**config.mk**
```make
export PLATFORM = sky130hd
export DESIGN_NAME = keypad_scanner
export DESIGN_NICKNAME = d
export VERILOG_FILES = /design/src/rtl/keypad_scanner.sv
export SDC_FILE = /design/constraint.sdc
export NUM_CORES = 1
export LEC_CHECK = 0
export BUFFER_PORTS_ARGS = -buffer_cell sky130_fd_sc_hd__buf_2
export CORE_MARGIN = 10
export CORE_UTILIZATION = 59
export CTS_CLUSTER_DIAMETER = 100
export DETAILED_ROUTE_END_ITERATION = 7
export HOLD_SLACK_MARGIN = 0.03
export PLACE_DENSITY_LB_ADDON = 0.15
export SLEW_MARGIN = 20
export SYNTH_ARGS = -nofsm -noshare
export SYNTH_HDL_FRONTEND = slang
export SYNTH_SLANG_ARGS = --single-unit
export TNS_END_PERCENT = 1
```
**constraint.sdc**
```tcl
create_clock -name clk -period 4.45 [get_ports clk]
set_input_delay 0.445 -clock clk [delete_from_list [all_inputs] [get_ports clk]]
set_output_delay 0.445 -clock clk [all_outputs]
set_load 0.03 [all_outputs]
```
**src/rtl/keypad_scanner.sv**
```systemverilog
// 4x4 matrix keypad scanner: column strobe, press/release debounce, hex key code.
// Define KEYPAD_SHIFT_ACC_EN to build the 8-digit shift accumulator behind data_out.

module keypad_scanner #(
    parameter int SCAN_DIV  = 100000,
    parameter int DEB_TICKS = 10
) (
    input  logic        clk,
    input  logic        rst_n,
    input  logic [3:0]  row_in,
    input  logic        clr,
    output logic [3:0]  col_out,
    output logic        key_valid,
    output logic [3:0]  key_code,
    output logic        key_held,
    output logic [31:0] data_out
);

    localparam int DIVW = (SCAN_DIV > 1) ? $clog2(SCAN_DIV) : 1;
    localparam int DEBW = (DEB_TICKS > 1) ? $clog2(DEB_TICKS) : 1;
    localparam logic [DIVW-1:0] DIV_LAST = DIVW'(SCAN_DIV - 1);
    localparam logic [DEBW-1:0] DEB_LAST = DEBW'(DEB_TICKS - 1);

    typedef enum logic [1:0] {SCAN, DEBOUNCE, PRESSED, RELEASE} state_t;

    state_t          state_q, state_d;
    logic [3:0]      row_meta_q, row_meta_d;
    logic [3:0]      row_sync_q, row_sync_d;
    logic [DIVW-1:0] div_cnt_q, div_cnt_d;
    logic [1:0]      col_idx_q, col_idx_d;
    logic [1:0]      row_idx_q, row_idx_d;
    logic [DEBW-1:0] deb_cnt_q, deb_cnt_d;
    logic [DEBW-1:0] deb_inc;
    logic            key_valid_q, key_valid_d;
    logic [3:0]      key_code_q, key_code_d;
    logic            tick, any_low, row_still_low, accept;
    logic [1:0]      low_row;
    logic [3:0]      new_code;

    always_comb begin
        row_meta_d    = row_in;
        row_sync_d    = row_meta_q;
        tick          = (div_cnt_q == DIV_LAST);
        div_cnt_d     = tick ? '0 : div_cnt_q + DIVW'(1);
        any_low       = (row_sync_q != 4'hF);
        row_still_low = ~row_sync_q[row_idx_q];
        deb_inc       = deb_cnt_q + DEBW'(1);
        // Lowest-index row wins when several rows are pulled low together
        if (!row_sync_q[0])      low_row = 2'd0;
        else if (!row_sync_q[1]) low_row = 2'd1;
        else if (!row_sync_q[2]) low_row = 2'd2;
        else                     low_row = 2'd3;
    end

    always_comb begin
        new_code = 4'h0;
        case ({row_idx_q, col_idx_q})
            4'd0:  new_code = 4'h1;
            4'd1:  new_code = 4'h2;
            4'd2:  new_code = 4'h3;
            4'd3:  new_code = 4'hA;
            4'd4:  new_code = 4'h4;
            4'd5:  new_code = 4'h5;
            4'd6:  new_code = 4'h6;
            4'd7:  new_code = 4'hB;
            4'd8:  new_code = 4'h7;
            4'd9:  new_code = 4'h8;
            4'd10: new_code = 4'h9;
            4'd11: new_code = 4'hC;
            4'd12: new_code = 4'hE;
            4'd13: new_code = 4'h0;
            4'd14: new_code = 4'hF;
            4'd15: new_code = 4'hD;
            default: new_code = 4'h0;
        endcase
        key_valid_d = accept;
        key_code_d  = accept ? new_code : key_code_q;
    end

    // The column index stays put outside SCAN, so it doubles as the latched column
    always_comb begin
        state_d   = state_q;
        col_idx_d = col_idx_q;
        row_idx_d = row_idx_q;
        deb_cnt_d = deb_cnt_q;
        accept    = 1'b0;
        if (tick) begin
            case (state_q)
                SCAN: begin
                    if (any_low) begin
                        row_idx_d = low_row;
                        deb_cnt_d = '0;
                        state_d   = DEBOUNCE;
                    end else begin
                        col_idx_d = col_idx_q + 2'd1;
                    end
                end
                DEBOUNCE: begin
                    if (row_still_low) begin
                        deb_cnt_d = deb_inc;
                        if (deb_inc == DEB_LAST) begin
                            state_d = PRESSED;
                            accept  = 1'b1;
                        end
                    end else begin
                        state_d   = SCAN;
                        col_idx_d = col_idx_q + 2'd1;
                    end
                end
                PRESSED: begin
                    if (!any_low) begin
                        deb_cnt_d = '0;
                        state_d   = RELEASE;
                    end
                end
                RELEASE: begin
                    if (!any_low) begin
                        deb_cnt_d = deb_inc;
                        if (deb_inc == DEB_LAST) begin
                            state_d   = SCAN;
                            col_idx_d = col_idx_q + 2'd1;
                        end
                    end else begin
                        deb_cnt_d = '0;
                    end
                end
                default: state_d = SCAN;
            endcase
        end
    end

    always_ff @(posedge clk or negedge rst_n) begin
        if (!rst_n) begin
            state_q     <= SCAN;
            row_meta_q  <= 4'hF;
            row_sync_q  <= 4'hF;
            div_cnt_q   <= '0;
            col_idx_q   <= 2'd0;
            row_idx_q   <= 2'd0;
            deb_cnt_q   <= '0;
            key_valid_q <= 1'b0;
            key_code_q  <= 4'h0;
        end else begin
            state_q     <= state_d;
            row_meta_q  <= row_meta_d;
            row_sync_q  <= row_sync_d;
            div_cnt_q   <= div_cnt_d;
            col_idx_q   <= col_idx_d;
            row_idx_q   <= row_idx_d;
            deb_cnt_q   <= deb_cnt_d;
            key_valid_q <= key_valid_d;
            key_code_q  <= key_code_d;
        end
    end

    always_comb begin
        col_out   = ~(4'b0001 << col_idx_q);
        key_held  = (state_q == PRESSED) || (state_q == RELEASE);
        key_valid = key_valid_q;
        key_code  = key_code_q;
    end

`ifdef KEYPAD_SHIFT_ACC_EN
    logic [31:0] acc_q, acc_d;

    // clr beats a simultaneous accept: the display is blanked, key_code still updates
    always_comb begin
        acc_d = acc_q;
        if (clr)         acc_d = '0;
        else if (accept) acc_d = {acc_q[27:0], new_code};
    end

    always_ff @(posedge clk or negedge rst_n) begin
        if (!rst_n) acc_q <= '0;
        else        acc_q <= acc_d;
    end

    assign data_out = acc_q;
`else
    logic clr_unused;

    assign clr_unused = clr;
    assign data_out   = {28'b0, key_code_q};
`endif

endmodule

```
==> load_flow_metrics.sql, run 1 <==
INSERT INTO impl_metrics (metric_group, metric, value, unit) VALUES
('sta', 'final-hold-violation-count', '0', ''),
('clock_tree', 'cts_tree', 'yes', ''),
('layout', 'layout.nets', '257', ''),
('floorplanning', 'rows', '22', ''),
('power', 'power_density', '298.1', 'nW/um^2'),
('route', 'finalWirelength', '3959', 'um'),
('clock_tree', 'clock_insertion_delay_at_the_later_pin_of_the_skew_report', '0.29', 'ns'),
('yosys', 'synth_top_area_share', '33.97', '%'),
('layout', 'synthToLayoutAreaGrowth', '4.777', '%'),
('sta', 'worst_margin_slew', '0.8209', 'ns'),
('sta', 'final-max-slew-violation-count', '0', ''),
('worst_setup_path', 'reg2reg_to', 'col_idx_q[1]$_DFFE_PN0P_', ''),
('worst_setup_path', 'crit_path_end_kind', 'flip-flop', ''),
('worst_setup_path', 'critical_path.reg2reg.startpoint', 'deb_cnt_q[0]$_DFFE_PN0P_', ''),
('power', 'power.internal', '0.5712', 'mW'),
('worst_setup_path', 'critical_path_peak_fanout', '5', ''),
('place', 'dp.final_hpwl', '2890', 'um'),
('worst_setup_path', 'ff2ff_setup_slack', '2.45', 'ns'),
('run', 'cap_violations', '0', ''),
('yosys', 'syn_area_per_cell', '10.38', 'sq um'),
('sta', 'skew', '0.01086', 'ns'),
('yosys', 'seq_area_frac_synth', '42.89', '%'),
('hold_path', 'hold_class', 'in2async', ''),
('yosys', 'synthFlopType', 'sky130_fd_sc_hd__dfrtp_1', ''),
('route', 'drc_errors', '0', ''),
('route', 'first_drt_pass_iteration_count', '4', ''),
('sta', 'setup_viol', '0', ''),
('global_route', 'grt_overflow', '0', ''),
('route', 'route.detailed.vias_per_inst', '5.121', ''),
('run_status', 'outcome', 'finished clean', ''),
('clock_tree', 'htree_num_levels', '2', ''),
('place', 'routabilityCongestion', '0.7662', ''),
('sta', 'max_slew_margin', '45.27', '%'),
('clock_tree', 'cts_setup_buffers', '0', ''),
('clock_tree', 'holdBufCountCts', '0', ''),
('route', 'num_vias', '1485', ''),
('power', 'comb_power_share', '6.1', '%'),
('sta', 'layout_min_cycle_time', '2.002', 'ns'),
('route', 'final_antenna_net_count', '0', ''),
('yosys', 'syn_inst', '227', ''),
('worst_setup_path', 'ff2ff_path_depth', '6', ''),
('yosys', 'mappedNetlistArea', '2357', 'sq um'),
('yosys', 'yosysTopAreaCell', 'sky130_fd_sc_hd__dfrtp_1', ''),
('power', 'power.sequential.fraction', '50.5', '%'),
('floorplanning', 'die-height', '83.21', 'um'),
('global_route', 'grt_first_pass_wirelength', '6741', 'um'),
('worst_setup_path', 'required', '4.63', 'ns'),
('power', 'static-leakage-power', '1.160', 'nW'),
('power', 'part_of_the_power_in_the_clock_network', '43.4', '%'),
('yosys', 'synth_edf_count', '0', ''),
('clock_tree', 'cts_sinks', '40', ''),
('floorplanning', 'initial_standard_cell_utilization_of_the_core', '62.51', '%'),
('sta', 'layout_worst_path_cycle_share', '45.00', '%'),
('clock_tree', 'cts.repair.resized', '0', ''),
('route', 'number_of_violations_reported_at_the_end_of_detailed_routing_iteration_0', '95', ''),
('yosys', 'synth_async_sr_flop_share', '100.0', '%'),
('sta', 'fmax', '0.4994', 'GHz'),
('floorplanning', 'core_area', '3771', 'sq um'),
('floorplanning', 'boundaryPins', '49', ''),
('worst_setup_path', 'timing.critical_path.from_type', 'flip-flop', ''),
('power', 'report.power.total', '0.7363', 'mW'),
('yosys', 'netlist_top_cells_area', 'sky130_fd_sc_hd__dfrtp_1 34%, sky130_fd_sc_hd__buf_4 10%, sky130_fd_sc_hd__dfstp_2 8.9%', ''),
('power', 'sw_ratio', '22.43', '%'),
('power', 'vdd.ir_drop.worst', '255.3', 'uV'),
('floorplanning', 'design.die.area', '6924', 'sq um'),
('yosys', 'synth.ff_latch_count', '40', ''),
('sta', 'grt_setup_unrepaired', 'false', ''),
('worst_setup_path', 'worstPathCellList', 'inv_1 -> ha_1 -> and4bb_2 -> o21a_1 -> o311ai_2 -> mux2_1', ''),
('sta', 'setup_total_negative_slack', '0', 'ns'),
('place', 'buffer_ports.inserted', '19', ''),
('floorplanning', 'die_width', '83.21', 'um');
-- cells by family (layout without fill, tap and decap cells) --
logic type | Yosys count | count (layout) | share of synthesized area, %
simple gates | 73 | 73 | 18.05
buf+inv | 49 | 37 | 13.06
flops | 40 | 40 | 42.89
compound gates | 27 | 27 | 9.183
xor+xnor | 16 | 16 | 5.945
mux | 12 | 12 | 5.945
fa+ha+maj | 9 | 9 | 4.777
other cells | 1 | 28 | 0.1591
-- how the worst max path moves through the flow --
stage	from	end	slack, ns
final	deb_cnt_q[0]$_DFFE_PN0P_	col_idx_q[1]$_DFFE_PN0P_	2.45
after floorplan	deb_cnt_q[0]$_DFFE_PN0P_	col_idx_q[1]$_DFFE_PN0P_	2.59
after global routing	deb_cnt_q[0]$_DFFE_PN0P_	col_idx_q[1]$_DFFE_PN0P_	2.38
after detailed placement	deb_cnt_q[0]$_DFFE_PN0P_	col_idx_q[1]$_DFFE_PN0P_	2.47
after CTS	deb_cnt_q[0]$_DFFE_PN0P_	col_idx_q[1]$_DFFE_PN0P_	2.43
after global placement	deb_cnt_q[0]$_DFFE_PN0P_	col_idx_q[1]$_DFFE_PN0P_	2.48
-- layer usage --
metal	up-vias	GRT usage [%]	share of wire, %
li1	740	-	-
met1	695	13.43	45
met2	46	17.25	47
met5	-	0	0
met3	4	4.883	7.2
met4	0	5.231	1.2
-- Yosys cell counts, types with 2 or more instances --
library cell and instances:
sky130_fd_sc_hd__a21oi_1 3, sky130_fd_sc_hd__a221o_1 2, sky130_fd_sc_hd__and3_1 4, sky130_fd_sc_hd__and4_1 3, sky130_fd_sc_hd__buf_2 3, sky130_fd_sc_hd__buf_4 32, sky130_fd_sc_hd__clkbuf_1 4, sky130_fd_sc_hd__dfrtp_1 32
sky130_fd_sc_hd__dfstp_2 8, sky130_fd_sc_hd__ha_1 9, sky130_fd_sc_hd__inv_1 10, sky130_fd_sc_hd__mux2_2 5, sky130_fd_sc_hd__mux2i_1 5, sky130_fd_sc_hd__nand2_1 17, sky130_fd_sc_hd__nand3_1 11, sky130_fd_sc_hd__nand4_1 4
sky130_fd_sc_hd__nor2_1 16, sky130_fd_sc_hd__o21ai_0 9, sky130_fd_sc_hd__o31ai_1 2, sky130_fd_sc_hd__or3_1 2, sky130_fd_sc_hd__xnor2_1 12, sky130_fd_sc_hd__xor2_1 4
-- worst max-delay path, delay by kind of cell, from the launching register on --
kind                       cells  cell delay, ns
muxes                          1            0.35
buffers and inverters          1            0.08
DFF                            1            0.41
AOI/OAI and AO/OA              2            0.54
and+or+nand+nor                1            0.27
adders and majority gates      1            0.22
-- state kept, by name, summed over array words and instances (netlist names), named ones only --
register and count:
state_q 1, row_idx_q 2, row_meta_q 4, div_cnt_q 17, deb_cnt_q 4, row_sync_q 4
col_idx_q 2, key_valid 1, key_code 4
-- through the flow --
| step | instances | hold slack (ns) | setup slack, ns | util [%] | instance area, sq um |
|---|---|---|---|---|---|
| 5_1_grt | 290 | 0.2349 | 2.379 | 65.49 | 2470 |
| 3_3_place_gp | 282 | 0.3462 | 2.483 | 62.14 | 2344 |
| 3_5_place_dp | 282 | 0.3472 | 2.474 | 62.14 | 2344 |
| 2_1_floorplan | 254 | 0.1494 | 2.589 | - | 2459 |
| 6_report | 290 | 0.2485 | 2.448 | 65.49 | 2470 |
| 4_1_cts | 290 | 0.2386 | 2.434 | 65.49 | 2470 |
-- power by group through the flow --
stage | clock [mW] | combinational (mW) | sequential [mW]
6_report | 0.320 | 0.0451 | 0.372
5_1_grt | 0.342 | 0.0492 | 0.372
4_1_cts | 0.329 | 0.0446 | 0.372
3_5_place_dp | 0 | 0.0446 | 0.379
3_3_place_gp | 0 | 0.0446 | 0.379
2_1_floorplan | 0 | 0.0540 | 0.378
-- cell usage in the layout, fill, tap and decap left out, types with 4 or more instances in the layout --
master                     instances
sky130_fd_sc_hd__nand3_1          11
sky130_fd_sc_hd__and3_1            4
sky130_fd_sc_hd__inv_1            10
sky130_fd_sc_hd__clkbuf_8          7
sky130_fd_sc_hd__buf_2            19
sky130_fd_sc_hd__dfrtp_1          32
sky130_fd_sc_hd__xor2_1            4
sky130_fd_sc_hd__dfstp_2           8
sky130_fd_sc_hd__nor2_1           16
sky130_fd_sc_hd__xnor2_1          12
sky130_fd_sc_hd__nand2_1          17
sky130_fd_sc_hd__o21ai_0           9
sky130_fd_sc_hd__conb_1           28
sky130_fd_sc_hd__mux2i_1           5
sky130_fd_sc_hd__nand4_1           4
sky130_fd_sc_hd__ha_1              9
sky130_fd_sc_hd__mux2_2            5
-- area by class of cell --
cell class / instances / area, sq um
Timing Repair Buffer: 19 / 95.09
Clock inverter: 1 / 30.03
Clock buffer: 7 / 96.34
Fill cell: 310 / 1301
Multi-Input combinational cell: 165 / 1140
Sequential cell: 40 / 1011
Inverter: 10 / 37.54
Tap cell: 48 / 60.06
No activity file was read; power rests on OpenSTA's default activity.
==> run 2: changes to the inputs <==
Settings changed: CORE_UTILIZATION 59 to 55.
Clock period 4.45 ns to 1.9 ns, I/O delays scaled along.
==> run 2 against run 1 <==
Sequential cell count is the same. Sequential share of layout area decreased by 2.3 points. Final area increased by 6.0%. Via count is 4.6% higher. Final cell count increased by 6.9%. Core utilization decreased by 1.4 points. Wire length up 2.5%. Critical path depth is the same. Hold slack improved by 0.11 ns. Global-route usage grew 0.28 points. First-iteration DRC count grew 1.1%. Combinational power grew to 2.6 times the previous value. Critical path type unchanged. Largest power group unchanged. Highest routed layer unchanged.
==> load_flow_metrics.sql, run 2 (same netlist as run 1, synthesis figures left out) <==
INSERT INTO impl_metrics (metric_group, metric, value, unit) VALUES
('global_route', 'grt_use_total', '11.62', '%'),
('layout', 'most_flop_heavy_register', 'div_cnt_q', ''),
('route', 'route.detailed.wl_per_inst', '13.08', 'um'),
('route', 'num_vias', '1553', ''),
('hold_path', 'hold_path_startpoint', 'row_meta_q[0]$_DFF_PN1_', ''),
('worst_setup_path', 'crit_path_max_incr_delay', '0.42', 'ns'),
('floorplanning', 'design.die.area', '7304', 'sq um'),
('floorplanning', 'boundaryPins', '49', ''),
('worst_setup_path', 'timing.critical_path.from_type', 'flip-flop', ''),
('layout', 'layout.nets', '275', ''),
('worst_setup_path', 'crit_path_end_kind', 'flip-flop', ''),
('worst_setup_path', 'worstPathBufferInverterCount', '1', ''),
('route', 'final_antenna_net_count', '0', ''),
('layout', 'multi_input_logic_area', '1149', 'sq um'),
('worst_setup_path', 'timing.critical_path.max_delay_family', 'compound AO/OA/AOI/OAI gates', ''),
('floorplanning', 'rows', '23', ''),
('power', 'static-leakage-power', '1.245', 'nW'),
('sta', 'final-max-slew-violation-count', '0', ''),
('power', 'part_of_the_power_in_the_clock_network', '42.0', '%'),
('clock_tree', 'ctsRootBufferMaster', 'sky130_fd_sc_hd__clkbuf_8', ''),
('place', 'dp.final_hpwl', '2982', 'um'),
('hold_path', 'hold_class', 'reg2reg', ''),
('sta', 'hold-worst-slack', '0.3583', 'ns'),
('sta', 'skew', '0.007394', 'ns'),
('worst_setup_path', 'cp_data_arrival_time', '2.01', 'ns'),
('floorplanning', 'die_width', '85.47', 'um'),
('power', 'comb_power_share', '6.9', '%'),
('worst_setup_path', 'worst-setup-path-type', 'reg2reg', ''),
('global_route', 'grt_antenna_before_repair', '0', ''),
('global_route', 'maximum_number_of_pins_on_one_net_before_global_route_repair', '41', ''),
('clock_tree', 'clockBufferDepth', '2', ''),
('worst_setup_path', 'required', '2.09', 'ns'),
('layout', 'mostFrequentLayoutCells', '32 x sky130_fd_sc_hd__dfrtp_1, 28 x sky130_fd_sc_hd__conb_1, 19 x sky130_fd_sc_hd__buf_2', ''),
('floorplanning', 'core_area', '4086', 'sq um'),
('clock_tree', 'cts.clk_slew.worst_paths', '0.08', 'ns'),
('worst_setup_path', 'reg2reg_to', 'col_idx_q[1]$_DFFE_PN0P_', ''),
('route', 'drc_errors', '0', ''),
('global_route', 'first_global_vias', '1550', ''),
('layout', 'regArea', '1011', 'sq um'),
('global_route', 'grt_first_pass_wirelength', '7127', 'um'),
('worst_setup_path', 'critical_path.reg2reg.startpoint', 'deb_cnt_q[1]$_DFFE_PN0P_', ''),
('run', 'cap_violations', '0', ''),
('clock_tree', 'htree_num_levels', '2', ''),
('layout', 'post-route-util', '64.05', '%'),
('route', 'first_drt_pass_iteration_count', '4', ''),
('clock_tree', 'cts_sinks', '40', ''),
('worst_setup_path', 'cp_slowest_cell', 'sky130_fd_sc_hd__dfrtp_1', ''),
('clock_tree', 'numCtsBuffers', '5', ''),
('worst_setup_path', 'critical_path_peak_fanout', '5', ''),
('layout', 'max_ffs_per_register', '17', ''),
('route', 'finalWirelength', '4056', 'um'),
('power', 'power_density', '650.2', 'nW/um^2'),
('route', 'route.detailed.vias_per_inst', '5.010', ''),
('run_status', 'outcome', 'finished clean', ''),
('clock_tree', 'cts_tree', 'yes', ''),
('power', 'vdd.ir_drop.worst', '486.4', 'uV'),
('global_route', 'grt_overflow', '0', ''),
('floorplanning', 'initial_standard_cell_utilization_of_the_core', '57.69', '%'),
('layout', 'synthToLayoutAreaGrowth', '11.04', '%'),
('sta', 'grt_setup_unrepaired', 'true', ''),
('layout', 'antenna_cells_inserted', '0', ''),
('layout', 'filler_instances', '345', ''),
('power', 'power.sequential.fraction', '51.2', '%'),
('place', 'buffer_ports.inserted', '19', ''),
('worst_setup_path', 'worstPathCellList', 'inv_1 -> ha_1 -> and4bb_2 -> o21a_1 -> o311ai_2 -> mux2_1', ''),
('power', 'power.internal', '1.278', 'mW'),
('layout', 'layout_commonest_cell', 'sky130_fd_sc_hd__dfrtp_1', ''),
('sta', 'setup_viol', '0', ''),
('sta', 'final-hold-violation-count', '0', ''),
('worst_setup_path', 'ff2ff_setup_slack', '0.08', 'ns'),
('hold_path', 'holdPathEnd', 'row_sync_q[0]$_DFF_PN1_', ''),
('sta', 'layout_min_cycle_time', '1.821', 'ns'),
('power', 'p_sw', '0.4240', 'mW'),
('worst_setup_path', 'ff2ff_path_depth', '6', ''),
('sta', 'fmax', '0.5491', 'GHz'),
('place', 'routabilityCongestion', '0.7949', ''),
('clock_tree', 'clock_insertion_delay_at_the_later_pin_of_the_skew_report', '0.30', 'ns'),
('power', 'sw_ratio', '24.91', '%'),
('route', 'number_of_violations_reported_at_the_end_of_detailed_routing_iteration_0', '96', ''),
('sta', 'layout_worst_path_cycle_share', '95.86', '%'),
('layout', 'final_layout_size_suffix_gt1_share', '25.77', '%'),
('floorplanning', 'die-height', '85.47', 'um'),
('hold_path', 'holdPathStages', '0', '');
run 2: worst max path at each step:
stage | start | endpoint | slack (ns) | cells past startpoint
5_1_grt | row_sync_q[1]$_DFF_PN1_ | deb_cnt_q[3]$_DFFE_PN0P_ | -0.007 | 4
3_3_place_gp | deb_cnt_q[0]$_DFFE_PN0P_ | col_idx_q[1]$_DFFE_PN0P_ | 0.02 | 6
2_1_floorplan | deb_cnt_q[0]$_DFFE_PN0P_ | col_idx_q[1]$_DFFE_PN0P_ | 0.04 | 6
4_1_cts | deb_cnt_q[1]$_DFFE_PN0P_ | col_idx_q[1]$_DFFE_PN0P_ | 0.0008 | 6
3_5_place_dp | deb_cnt_q[0]$_DFFE_PN0P_ | col_idx_q[1]$_DFFE_PN0P_ | 0.01 | 6
6_report | deb_cnt_q[1]$_DFFE_PN0P_ | col_idx_q[1]$_DFFE_PN0P_ | 0.08 | 6
run 2: layout make-up:
class | instances | share of cell area (%)
repair buffers | 37 | 9.273
well taps | 50 | 2.390
inverters | 10 | 1.434
multi-input cells | 165 | 43.88
clock inverters | 3 | 1.769
flip-flops and latches | 40 | 38.62
clock buffers | 5 | 2.629
run 2: timing repair:
item	in CTS	in global routing
hold buffers	5	0
resized for setup	0	2
gates cloned	0	0
setup endpoints to repair	1	7
pin swaps	0	1
hold endpoints to repair	36	0
buffers inserted	1	1
run 2: worst reg2reg max path: stages, from the launching register on:
cell and delay (ns):
sky130_fd_sc_hd__dfrtp_1 0.42, sky130_fd_sc_hd__inv_1 0.08, sky130_fd_sc_hd__ha_1 0.19, sky130_fd_sc_hd__and4bb_2 0.23, sky130_fd_sc_hd__o21a_1 0.19, sky130_fd_sc_hd__o311ai_2 0.27, sky130_fd_sc_hd__mux2_1 0.35
run 2: through the flow:
stage | TNS (ns) | total power, mW | instance area (sq um) | std cells | setup WS [ns]
4_1_cts | 0 | 1.726 | 2601 | 309 | 0.0008424
3_5_place_dp | 0 | 0.9941 | 2429 | 295 | 0.01012
6_report | 0 | 1.702 | 2618 | 310 | 0.07873
3_3_place_gp | 0 | 0.9928 | 2429 | 295 | 0.01853
5_1_grt | -0.01550 | 1.770 | 2618 | 310 | -0.007446
2_1_floorplan | 0 | 1.012 | 2459 | 254 | 0.03863
run 2: per-layer routing:
metal | global-route usage (%) | share of wire (%)
met5 | 0 | 0
met1 | 14.47 | 47
met4 | 4.042 | 1.3
met2 | 17.30 | 44
met3 | 5.258 | 7.1
run 2: power groups by stage:
stage	Clock [mW]	Sequential [mW]	Combinational [mW]
after floorplan	0	0.886	0.126
after detailed placement	0	0.887	0.107
final	0.714	0.871	0.117
after global placement	0	0.886	0.106
after global routing	0.771	0.872	0.127
after CTS	0.740	0.871	0.115
